--- src/rtl/mp_out_fifo_if.sv ---
// Output-FIFO bus: core push side plus consumer valid/ready side and status.
// Latency: wires only; no storage in the interface.
// Backpressure: consumer stalls with Rd_Ready=0; the core side cannot be stalled.
interface mp_out_fifo_if #(
    parameter int DEPTH = 8,
    parameter int AW    = $clog2(DEPTH)
);
    logic          Out_WE;
    logic [15:0]   Design_OUT;
    logic          Rd_Ready;
    logic          Rd_Valid;
    logic [15:0]   Rd_Data;
    logic          Full;
    logic          Empty;
    logic [AW:0]   Count;
    logic          Overflow;
    logic [7:0]    Drop_Cnt;

    modport master (
        output Out_WE, Design_OUT, Rd_Ready,
        input  Rd_Valid, Rd_Data, Full, Empty, Count, Overflow, Drop_Cnt
    );

    modport slave (
        input  Out_WE, Design_OUT, Rd_Ready,
        output Rd_Valid, Rd_Data, Full, Empty, Count, Overflow, Drop_Cnt
    );
endinterface

--- src/rtl/mp_out_fifo.sv ---
// Circular-buffer output queue between the MP core and a slower consumer.
// Latency: push at edge k is visible at the head after edge k; pop shows next head after edge k.
// Backpressure: consumer via Rd_Ready; pushes into a full queue without a pop are dropped and counted.
module mp_out_fifo #(
    parameter int DEPTH = 8,
    parameter int AW    = $clog2(DEPTH)
) (
    input  logic        Clk,
    input  logic        Rst,
    mp_out_fifo_if.slave bus
);
    logic [15:0]   r_mem [DEPTH];
    logic [AW-1:0] r_wp;
    logic [AW-1:0] r_rp;
    logic [AW:0]   r_count;
    logic          r_overflow;
    logic [7:0]    r_drop_cnt;

    logic          w_empty;
    logic          w_full;
    logic          w_pop;
    logic          w_push;
    logic          w_drop;

    assign w_empty = (r_count == '0);
    assign w_full  = (r_count == (AW+1)'(DEPTH));
    assign w_pop   = !w_empty && bus.Rd_Ready;
    // A pop in the same cycle frees the slot, so a full queue still accepts.
    assign w_push  = bus.Out_WE && (!w_full || w_pop);
    assign w_drop  = bus.Out_WE && !w_push;

    always_ff @(posedge Clk) begin
        if (w_push && !Rst) begin
            r_mem[r_wp] <= bus.Design_OUT;
        end
    end

    always_ff @(posedge Clk) begin
        if (Rst) begin
            r_wp       <= '0;
            r_rp       <= '0;
            r_count    <= '0;
            r_overflow <= 1'b0;
            r_drop_cnt <= '0;
        end else begin
            if (w_push) begin
                r_wp <= r_wp + AW'(1);
            end
            if (w_pop) begin
                r_rp <= r_rp + AW'(1);
            end
            case ({w_push, w_pop})
                2'b10:   r_count <= r_count + (AW+1)'(1);
                2'b01:   r_count <= r_count - (AW+1)'(1);
                default: r_count <= r_count;
            endcase
            if (w_drop) begin
                r_overflow <= 1'b1;
                if (r_drop_cnt != 8'hFF) begin
                    r_drop_cnt <= r_drop_cnt + 8'd1;
                end
            end
        end
    end

    assign bus.Rd_Valid = !w_empty;
    assign bus.Rd_Data  = w_empty ? 16'h0000 : r_mem[r_rp];
    assign bus.Full     = w_full;
    assign bus.Empty    = w_empty;
    assign bus.Count    = r_count;
    assign bus.Overflow = r_overflow;
    assign bus.Drop_Cnt = r_drop_cnt;
endmodule

--- src/flat_wrapper.sv ---
// flat-port wrapper written by rule: the top's interface ports become plain ports
module mp_out_fifo_flat 
#(
    parameter int DEPTH = 8,
    parameter int AW    = $clog2(DEPTH)
)
  (Clk, Rst, bus_Out_WE, bus_Design_OUT, bus_Rd_Ready, bus_Rd_Valid, bus_Rd_Data, bus_Full, bus_Empty, bus_Count, bus_Overflow, bus_Drop_Cnt);
  mp_out_fifo_if #(.DEPTH(DEPTH), .AW(AW)) bus_i ();
  input  logic Clk;
  input  logic Rst;
  input wire logic [$bits(bus_i.Out_WE)-1:0] bus_Out_WE;
  input wire logic [$bits(bus_i.Design_OUT)-1:0] bus_Design_OUT;
  input wire logic [$bits(bus_i.Rd_Ready)-1:0] bus_Rd_Ready;
  output wire logic [$bits(bus_i.Rd_Valid)-1:0] bus_Rd_Valid;
  output wire logic [$bits(bus_i.Rd_Data)-1:0] bus_Rd_Data;
  output wire logic [$bits(bus_i.Full)-1:0] bus_Full;
  output wire logic [$bits(bus_i.Empty)-1:0] bus_Empty;
  output wire logic [$bits(bus_i.Count)-1:0] bus_Count;
  output wire logic [$bits(bus_i.Overflow)-1:0] bus_Overflow;
  output wire logic [$bits(bus_i.Drop_Cnt)-1:0] bus_Drop_Cnt;
  assign bus_i.Out_WE = bus_Out_WE;
  assign bus_i.Design_OUT = bus_Design_OUT;
  assign bus_i.Rd_Ready = bus_Rd_Ready;
  assign bus_Rd_Valid = bus_i.Rd_Valid;
  assign bus_Rd_Data = bus_i.Rd_Data;
  assign bus_Full = bus_i.Full;
  assign bus_Empty = bus_i.Empty;
  assign bus_Count = bus_i.Count;
  assign bus_Overflow = bus_i.Overflow;
  assign bus_Drop_Cnt = bus_i.Drop_Cnt;
  mp_out_fifo #(.DEPTH(DEPTH), .AW(AW)) u_core (.Clk(Clk), .Rst(Rst), .bus(bus_i));
endmodule
--- config.mk ---
export PLATFORM = sky130hd
export DESIGN_NAME = mp_out_fifo_flat
export DESIGN_NICKNAME = d
export VERILOG_FILES = /design/src/rtl/mp_out_fifo_if.sv /design/src/rtl/mp_out_fifo.sv /design/src/flat_wrapper.sv
export SDC_FILE = /design/constraint.sdc
export NUM_CORES = 1
export LEC_CHECK = 0
export CAP_MARGIN = 20
export CORE_UTILIZATION = 28
export DETAILED_ROUTE_END_ITERATION = 10
export GPL_TIMING_DRIVEN = 0
export HOLD_SLACK_MARGIN = 0.12
export SLEW_MARGIN = 20
export SYNTH_ARGS = -nofsm -noshare
export SYNTH_HDL_FRONTEND = slang
export SYNTH_SLANG_ARGS = --single-unit
--- constraint.sdc ---
create_clock -name Clk -period 6.7 [get_ports Clk]
set_clock_uncertainty 0.2 [all_clocks]
set_input_delay 1.34 -clock Clk [delete_from_list [all_inputs] [get_ports Clk]]
set_output_delay 1.34 -clock Clk [all_outputs]
set_load 0.05 [all_outputs]
[After elaboration in Yosys (flattened, before gate mapping)]
Memories as Yosys holds them, arrays and structs flattened. A register that Yosys moved wholly into a read port is not among the register bits.
Cells that the tools add are included.
Operators by class
  equal/unequal tests: 4
  mux-type cells: 6
  add/subtract/negate cells: 5
  reductions and logical operators: 12
Operator list (count)
  2-to-1 mux 16 bit: 1
  adder 8 x 1 -> 8 bit, second input constant: 1
  != test 8 bit, second input constant: 1
  case mux 4 bit (2 select lines): 1
  adder 3 x 1 -> 3 bit, second input constant: 2
  2-to-1 mux 3 bit: 2
  adder 4 x 1 -> 4 bit, second input constant: 1
  equality test 4 bit, second input constant: 1
  logical AND 1 bit: 4
  logical NOT 1 bit: 4
  logical NOT 4 bit: 1
  subtractor 4 x 1 -> 4 bit, second input constant: 1
  equality test 2 x 1 -> 1 bit, second input constant: 1
  equality test 2 bit, second input constant: 1
  2-to-1 mux 1 bit: 2
  AND reduction 2 bit: 1
  nonzero test 2 bit: 1
  logical OR 1 bit: 1
Storage, ports and cells
  register bits after elaboration: 19
  logic and storage cells: 33
  memories: 1
  memory bits (writable): 128
  output and inout port bits: 32
  input bits: 20
Memory list
  u_core.r_mem: depth 8, width 16, rd ports 1, clocked after memory_dff 1, write ports 1, line mp_out_fifo.sv:12  | logic [15:0] r_mem [DEPTH];

[Depth between registers and ports, before layout]
  depth after elaboration: 8
  gate-level depth with buffers: 9
  depth with buffers taken out: 8

[Worst setup path before layout]
OpenSTA, ideal clock, no wires.
  path kind: input-to-reg
  start point: input bus_Out_WE
  end point: memory u_core.r_mem[0][0] (enable)
  path slack: 2373 ps
  required time: 6070 ps
  library setup time: 430 ps
  buffers on the path: 1
  stages: 4
  arrival time: 3697 ps
  cell sequence: clkbuf_1 > o21ai_0 > or2_2 > nor4_1
Between the ends
  word-level cells in the longest chain between the ends: 4
Ends and longest elaborated chain
  start: declaration: line flat_wrapper.sv:11  | input wire logic [$bits(bus_i.Out_WE)-1:0] bus_Out_WE;
  logical AND 1 bit: line mp_out_fifo.sv:29  | assign w_push = bus.Out_WE && (!w_full || w_pop);
  logical AND 1 bit: line mp_out_fifo.sv:33  | if (w_push && !Rst) begin
  2-to-1 mux 1 bit: line mp_out_fifo.sv:33
  2-to-1 mux 1 bit (not written as such): line mp_out_fifo.sv:34  | r_mem[r_wp] <= bus.Design_OUT;
  end: declaration: line mp_out_fifo.sv:12
No other way between the ends.

==> flow_metrics.tcl <==
set metrics [dict create \
    status "finished, final reports clean" \
    hold_viol 0 \
    setup_tns_ps 0 \
    hp-start "u_core.bus.Overflow" \
    grt_pass1_vias 3532 \
    cts_setup_buffers 0 \
    postLayoutCellArea_um2 7590 \
    die_w_um 148 \
    hold_buffers 0 \
    coreArea_um2 21000 \
    clockBufferDepth 2 \
    clk_pin_slew_ps 60 \
    dieArea_um2 22000 \
    start_util 0.285 \
    powerDensity_nw_per_um2 389 \
    cp-end-kind "primary output" \
    r2r_end "u_core.bus.Count[3]" \
    yosysSeqAreaShare 0.714 \
    viasPerCell 4.63 \
    cts.sinks 150 \
    post-route-period-util 0.704 \
    post-route-util 0.361 \
    place.gp.congestion 0.779 \
    n_fill_cell 1981 \
    relSlewSlack 0.352 \
    rrSetupSlack_ps 3510 \
    drtIter0Drc 243 \
    grt_max_degree 17 \
    multi_input_area_um2 1620 \
    portBuffers 48 \
    ys_async_sr_fraction 0 \
    min_path_cells 2 \
    critPathLaunchType "flop" \
    drc 0 \
    syn-cell-area_um2 6000 \
    dp_hpwl_um 8350 \
    grt_pass1_wl_um 19300 \
    syn_inst 340 \
    place_area_um2 6970 \
    ios 52 \
    drt-total-wl_um 12300 \
    maxCapViolCount 0 \
    mostFrequentLayoutCell "edfxtp_1" \
    die_y_um 148 \
    rsz0062_at_grt "false" \
    drive_gt1_frac 0.235 \
    rr_startpoint "u_core.bus.Count[0]" \
    cts-root-buf "clkbuf_16" \
    worst_pin_slew_ps 959 \
    cts_buffers 17 \
    place_ws_ps 2340 \
    clock_latency_ps 420 \
    htreeDepth 4 \
    syn_nets 366 \
    synth_top_flop_cell "edfxtp_1" \
    setup_viol_count_final 0 \
    grt_util_all_layers 0.121 \
    cts-resized-gates 0 \
    antenna_cells 0 \
    arrival_ps 3170 \
    syn_to_final_growth_pct 26.5 \
    ant_nets 0 \
    fmax_ghz 0.212 \
    grt_antenna_before_repair 0 \
    cp_max_fo 10 \
    final_cell_mix "edfxtp_1, clkdlybuf4s50_1, mux4_2" \
    post_drt_wl_per_cell_um 17.3 \
    firstDrtPassIters 5 \
    nNetsFinal 447 \
    yosysWarnings 0 \
    final_max_slew_viol_count 0 \
    rr_worst_depth 8 \
    cts_tree "yes" \
    dr_total_vias 3286 \
    endpoint "bus_Rd_Data[14]" \
    syn_area_per_cell_um2 17.6 \
    worstPathRequired_ps 5160 \
    hp-class "reg2reg" \
    path_class "reg2out" \
    fin_ws_ps 1990 \
    synth_edf_count 128 \
    p_leak_nw 2.40 \
    rows 53 \
    timing.final.crit_period_ps 4710 \
    synthDistinctLibCells 44 \
    ir_drop_uv 259 \
    synth-seq-cells 150 \
    overflow 0 \
    ff_latch_area_um2 4280 \
]
worst min-delay path by stage:
stage | slack (ps) | end
5_1_grt | 330 | u_core.r_wp[0]
3_3_place_gp | 250 | u_core.bus.Overflow
4_1_cts | 280 | u_core.bus.Overflow
2_1_floorplan | 250 | flop
3_5_place_dp | 260 | u_core.bus.Overflow
6_report | 280 | u_core.bus.Overflow
power breakdown:
group	internal (mW)	switching, mW	total (mW)
Sequential	1.04	0.0239	1.07
Combinational	0.340	0.567	0.907
Clock	0.595	0.381	0.976
kinds of logic after synthesis:
group / after synthesis / synth area share
AOI/OAI and AO/OA: 32 / 0.0336
muxes: 51 / 0.152
adders and majority gates: 6 / 0.0138
xor gates and xnor gates: 5 / 0.00730
DFF: 150 / 0.714
and+or+nand+nor: 68 / 0.0573
buffers and inverters: 28 / 0.0221
per-layer routing:
metal,GRT usage,wire (um),vias up
li1,-,-,1513
met1,0.153,5340,1667
met2,0.199,6050,90
met3,0.0310,713,16
met4,0.0479,198,0
met5,0,0,-
Yosys cell counts (3+ instances only):
| master | n | share of area |
|---|---|---|
| a21oi_1 | 14 | 0.012 |
| edfxtp_1 | 128 | 0.64 |
| nor4_1 | 3 | 0.0031 |
| dfxtp_1 | 22 | 0.073 |
| xor2_1 | 5 | 0.0073 |
| mux4_2 | 32 | 0.12 |
| o21ai_0 | 8 | 0.0067 |
| clkbuf_1 | 11 | 0.0069 |
| nand2_1 | 6 | 0.0038 |
| buf_2 | 4 | 0.0033 |
| nor2_1 | 30 | 0.019 |
| ha_1 | 5 | 0.010 |
| or3_1 | 6 | 0.0063 |
| mux2i_1 | 18 | 0.030 |
| nand3_1 | 6 | 0.0050 |
| inv_1 | 7 | 0.0044 |
flip-flops by register name, summed over array words and instances (netlist names), named ones only:
signal,count
u_core.bus.Count,4
u_core.r_wp,3
u_core.r_rp,3
u_core.bus.Overflow,1
u_core.bus.Drop_Cnt,8
u_core.r_mem,128
critical path, cell delays in order, from the launching register on:
cell and delay (ps):
dfxtp_1 300, buf_1 470, clkbuf_1 730, mux2i_1 160, nor2_1 230, clkdlybuf4s50_1 850
per-stage QoR:
step | power (mW) | hold WS, ps | cells
after floorplan | 1.72 | 254 | 340
after global placement | 1.99 | 255 | 663
after detailed placement | 2.01 | 264 | 677
after CTS | 2.99 | 284 | 709
after global routing | 3.07 | 328 | 709
final | 2.95 | 277 | 709
area by class of cell:
cell class / count / share of cell area
buffer: 19 / 0.0122
clock buffer: 17 / 0.0560
clock inverter: 15 / 0.0255
inverter: 9 / 0.00527
multi-input combinational: 162 / 0.213
sequential: 150 / 0.564
tap: 275 / 0.0453
timing repair buffer: 62 / 0.0783
Power figures use the tool's default switching activity.
==> patch 1 (config.mk and constraints unchanged) <==
Make the reset (`Rst`) asynchronous in one clocked block.
--- a/src/rtl/mp_out_fifo.sv
+++ b/src/rtl/mp_out_fifo.sv
@@ -35,7 +35,7 @@
         end
     end
 
-    always_ff @(posedge Clk) begin
+    always_ff @(posedge Clk or posedge Rst) begin
         if (Rst) begin
             r_wp       <= '0;
             r_rp       <= '0;
Formal check against the unedited RTL: differs if Rst is asserted again (counterexample within 4 cycles, from zero or initial values and one cycle with Rst high); with Rst held inactive, the same outputs for 10 cycles.
==> patch 1 against the unedited design <==
- synthesized area down 1.7%
- sequential cell count fell by 3
- final area down 1.6%
- sequential power up 7%
- total power increased by 15%
- routed wire length is 1.3% lower
- worst setup slack got worse by 54 ps
- critical endpoint is now bus_Rd_Data[12]
- first-iteration DRC count is 16% lower
==> patch 1: results (changes against the unedited design) <==
Global route
  – GR met1 Demand/Resource: 14.2% (-1.1 points)
  – GRT Overall Usage: 12.0% (-0.10 points)
  – First-pass GRT wire length: 18800 µm (-2.8%)
  – Pin count of the biggest net entering global routing: 21 (+4)
  – Grt met2 use: 20.7% (+0.80 points)
  – Met3 Use GR: 3.35% (+0.26 points)
  – Vias in the first global route: 3315 (-6.1%)
  – Antenna violations before repair: 0 (unchanged)

Routing
  – Routed wire length on met3: 532 µm (-25%)
  – Initial DRC count: 205 (-16%)
  – Post-DR vias/cell: 4.57 (-1.4%)
  – Wl on met1: 5070 µm (-5.1%)
  – Drt first pass iters: 4 (-1)
  – Routed WL: 12100 µm (-1.3%)
  – DR WL met2: 6380 µm (+5.6%)

Worst setup path
  – CP top delay family: buffers and inverters
  – Crit-path max cell delay: 850 ps (about the same)
  – Worst setup endpoint: bus_Rd_Data[12]
  – Worst flop-to-flop path endpoint: u_core.bus.Count[3]$_DFFE_PP0P_
  – Reg2reg path depth: 9 (+1)
  – CP startpoint: u_core.r_rp[2]$_DFFE_PP0P_
  – Worst r2r src: u_core.bus.Count[0]$_DFFE_PP0P_
  – Reg2Reg Setup Slack: 3690 ps (+180 ps)
  – CP max stage cell: clkdlybuf4s50_1
  – Critical Path AT: 3230 ps (+60 ps)

Yosys
  – Synth unique cells: 34 (-23%)
  – Post-Syn Nets: 340 (-7.1%)
  – FFs w/ async S/R, synth: 12.9% (+13 points)
  – Largest cells by area after synthesis: edfxtp_1, mux4_2, dfrtp_1
  – Seq/Total Area, Yosys: 73.2% (+1.8 points)
  – Yosys warns: 0 (unchanged)
  – Synth area leader: edfxtp_1
  – Post-synth top cells: edfxtp_1, mux4_2, nor2_1
  – Post-synth EDFFs: 128 (unchanged)
  – Ys flop type: edfxtp_1

Worst hold path
  – Hold Crit Depth: 1 (-1)
  – Worst hold start: u_core.bus.Overflow$_DFFE_PP0P_
  – Hold path endpoint: u_core.bus.Overflow$_DFFE_PP0P_

Clock tree
  – Worst-Skew Late Latency: 420 ps (about the same)
  – TritonCTS Buffers: 17 (unchanged)
  – Postcts setup bufs: 0 (unchanged)
  – Clock-pin slew on the worst setup and hold paths: 60 ps (about the same)
  – Root Buffer: clkbuf_16
  – Post-cts sizing count: 0 (unchanged)
  – H-tree Lvls: 4 (unchanged)
  – Clk buf depth: 2 (unchanged)

Outcome
  – Status: finished clean

Final layout
  – Final net count: 422 (-5.6%)
  – Biggest register: u_core.r_mem
  – FILL cells: 1954 (-1.4%)
  – Max reg flops: 128 (unchanged)
  – Layout cells sized above 1: 22.5% (-0.95 points)

Pwr
  – Leakage: 2.57 nW (+7.4%)
  – Switching Power: 1.30 mW (+34%)
  – Worst vdd ir: 0.164 mV (-37%)

Placed design
  – Gpl congestion: 0.749 (-3.9%)
  – Dpl hpwl: 8290 µm (-0.66%)
  – Port bufs: 51 (+6.3%)

Timing
  – Worst slew pin tran: 847 ps (-113 ps)
==> patch 1: cell count changes after synthesis, sizes merged, moves of 5 or more <==
| cell | change |
|---|---|
| a21oi | -13 |
| dfrtp | +19 |
| dfxtp | -22 |
| nand2 | +9 |
| nor2 | -5 |
| or3 | -5 |
==> patch 1: cells by family (layout without fill, tap and decap cells) <==
logic type               Yosys count  after routing  share of synthesized area (%)
AO/OA/AOI/OAI                      7              7                          0.700
XOR/XNOR                          10             10                           1.48
adder cells (fa/ha/maj)            7              7                           1.61
multiplexers                      53             53                           15.8
AND/OR/NAND/NOR                   67             67                           5.66
buffers and inverters             22            117                           1.48
flip-flops                       147            147                           73.2
==> patch 1: layout make-up <==
| type | instances | area, µm² | area share, % |
|---|---|---|---|
| plain buffers | 13 | 52.6 | 0.704 |
| clock buffers | 17 | 425 | 5.70 |
| clock inverters | 15 | 144 | 1.93 |
| inverters | 9 | 35.0 | 0.469 |
| multi-input cells | 144 | 1520 | 20.4 |
| flip-flops and latches | 147 | 4320 | 57.8 |
| well taps | 270 | 338 | 4.52 |
| repair buffers | 63 | 636 | 8.51 |
==> patch 1: power by group through the flow <==
stage	logic [mW]	clock network [mW]	registers, mW
2_1_floorplan	0.874	0	1.22
3_3_place_gp	1.35	0	1.16
3_5_place_dp	1.38	0	1.16
4_1_cts	1.39	0.910	1.15
5_1_grt	1.45	0.946	1.16
6_report	1.36	0.893	1.15
==> patch 1: stage by stage <==
step | utilization, % | area, µm² | std cells | setup slack (ps) | hold WS, ps
global placement | 33.0 | 6750 | 634 | 593 | 249
CTS | 36.6 | 7470 | 678 | 1860 | 285
detailed placement | 33.8 | 6900 | 646 | 2330 | 266
finish | 36.6 | 7470 | 678 | 1930 | 281
global route | 36.6 | 7470 | 678 | 1730 | 308
floorplan | - | 5900 | 313 | 2400 | 286
==> patch 2 (same settings) <==
Made on the original files. `DEPTH` is set to 8 in 3 places; all go to 32.
--- a/src/rtl/mp_out_fifo_if.sv
+++ b/src/rtl/mp_out_fifo_if.sv
@@ -2,7 +2,7 @@
 // Latency: wires only; no storage in the interface.
 // Backpressure: consumer stalls with Rd_Ready=0; the core side cannot be stalled.
 interface mp_out_fifo_if #(
-    parameter int DEPTH = 8,
+    parameter int DEPTH = 32,
     parameter int AW    = $clog2(DEPTH)
 );
     logic          Out_WE;
--- a/src/rtl/mp_out_fifo.sv
+++ b/src/rtl/mp_out_fifo.sv
@@ -2,7 +2,7 @@
 // Latency: push at edge k is visible at the head after edge k; pop shows next head after edge k.
 // Backpressure: consumer via Rd_Ready; pushes into a full queue without a pop are dropped and counted.
 module mp_out_fifo #(
-    parameter int DEPTH = 8,
+    parameter int DEPTH = 32,
     parameter int AW    = $clog2(DEPTH)
 ) (
     input  logic        Clk,
--- a/src/flat_wrapper.sv
+++ b/src/flat_wrapper.sv
@@ -1,7 +1,7 @@
 // flat-port wrapper written by rule: the top's interface ports become plain ports
 module mp_out_fifo_flat 
 #(
-    parameter int DEPTH = 8,
+    parameter int DEPTH = 32,
     parameter int AW    = $clog2(DEPTH)
 )
   (Clk, Rst, bus_Out_WE, bus_Design_OUT, bus_Rd_Ready, bus_Rd_Valid, bus_Rd_Data, bus_Full, bus_Empty, bus_Count, bus_Overflow, bus_Drop_Cnt);
Ports: changed (resized bus_Count); port bits go from 52 to 54. The function was not compared with the original's and may differ.
==> patch 2 against the unedited design <==
- critical path depth increased by 4
- die area increased to 3.5 times the old value
- critical endpoint is now bus_Rd_Data[2]
- worst setup slack got worse by 1500 ps
- total power increased to 3.0 times the old value
- cell count increased to 3.0 times the old value
- first-iteration DRC count increased to 4.0 times the old value
- routed wire length increased to 4.0 times the old value
- utilization decreased by 2.7 points
- synthesized area increased to 3.5 times the old value
- critical path type unchanged
- sequential cell count increased by 392
- largest power group unchanged
- combinational power increased by 140%
- via count increased to 3.1 times the old value
- final area increased to 3.3 times the old value
==> patch 2: results (changes against the unedited design) <==
Global route
  – Pin count of the biggest net entering global routing: 33 (+16)
  – GR met1 Demand/Resource: 17.5% (+2.2 points)
  – First-pass GRT wire length: 72800 µm (+280%)
  – Vias in the first global route: 10800 (+210%)
  – Antenna violations before repair: 3 (+3)
  – Met3 Use GR: 2.56% (-0.54 points)

Yosys
  – Seq/Total Area, Yosys: 75.6% (+4.3 points)
  – Post-Synthesis Cells: 998 (+190%)
  – Post-synth top cells: edfxtp_1, mux4_2, nor2_1
  – Post-synth EDFFs: 512 (+300%)

Final layout
  – Max reg flops: 512 (+300%)
  – FF+latch area: 16000 µm² (+270%)
  – Antenna diode count: 1 (+1)
  – Non-Filler Instances: 2133 (+200%)
  – Non-CTS buffers: 116 (+43%)
  – Clock buf count: 67 (+50)
  – FILL cells: 7019 (+250%)
  – Seq_cells: 542 (+260%)
  – Design Area, Final: 24900 µm² (+230%)
  – Multi-input gate share of total cell area: 20.3% (-1.0 points)
  – Clock-cell share: 6.98% (-1.2 points)
  – Buffer share of cell area: 3.52% (-5.5 points)

Worst setup path
  – Reg2Reg Setup Slack: 3120 ps (-390 ps)
  – Reg2reg path depth: 11 (+3)
  – Worst flop-to-flop path endpoint: u_core.bus.Count[5]$_SDFFE_PP0P_
  – Crit-path max cell delay: 970 ps (+120 ps)
  – Worst setup endpoint: bus_Rd_Data[2]

Placed design
  – Placed instance area: 23200 µm² (+230%)
  – Dpl hpwl: 31300 µm (+280%)
  – Gpl congestion: 0.799 (+2.5%)
  – Pre-CTS WS: 920 ps (-1420 ps)
  – Port bufs: 52 (+8.3%)

Pwr
  – Internal power: 6.34 mW (+220%)

Timing
  – WHS: 263 ps (-13.5 ps)
  – Final WS setup: 478 ps (-1510 ps)

Clock tree
  – H-tree Lvls: 2 (-2)
  – Clk buf depth: 3 (+1)

Die
  – Tap cell count: 969 (+250%)

Routing
  – Routed wire length on met3: 2650 µm (+270%)
  – Routed vias: 10300 (+210%)
  – Top routing layer used: met5

Outcome
  – Status: finished clean
-- patch 2: cell types whose count changed after synthesis, moves of 8 or more --
cell       delta
a2111oi_0    +16
buf_2        +10
clkbuf_1     +10
dfxtp_1       +8
edfxtp_1    +384
mux4_2      +112
nand2_1      +10
nand3_1       +8
nor2_1       +23
nor2b_1      +17
o22ai_1      +15
xnor2_1       +9
-- patch 2: logic make-up (layout without fill, tap and decap cells) --
kind of cell               Yosys count  after routing  synth area share [%]
xor gates and xnor gates            12             12                 0.498
muxes                              158            158                  16.0
adders and majority gates           11             11                 0.687
AOI/OAI and AO/OA                   75             75                  2.47
buffers and inverters               64            229                  1.38
other                                0              1                     0
DFF                                542            542                  75.6
and+or+nand+nor                    136            136                  3.29
-- patch 2: worst reg2reg max path, cell delays in order, from the launching register on --
cell and delay, ps:
dfxtp_1 380, or4_4 580, or3_1 310, buf_2 180, nand3_1 260, inv_2 130
ha_1 320, a211oi_1 330, o21ai_1 120, a21o_1 230, or3_1 370, nand4_1 120
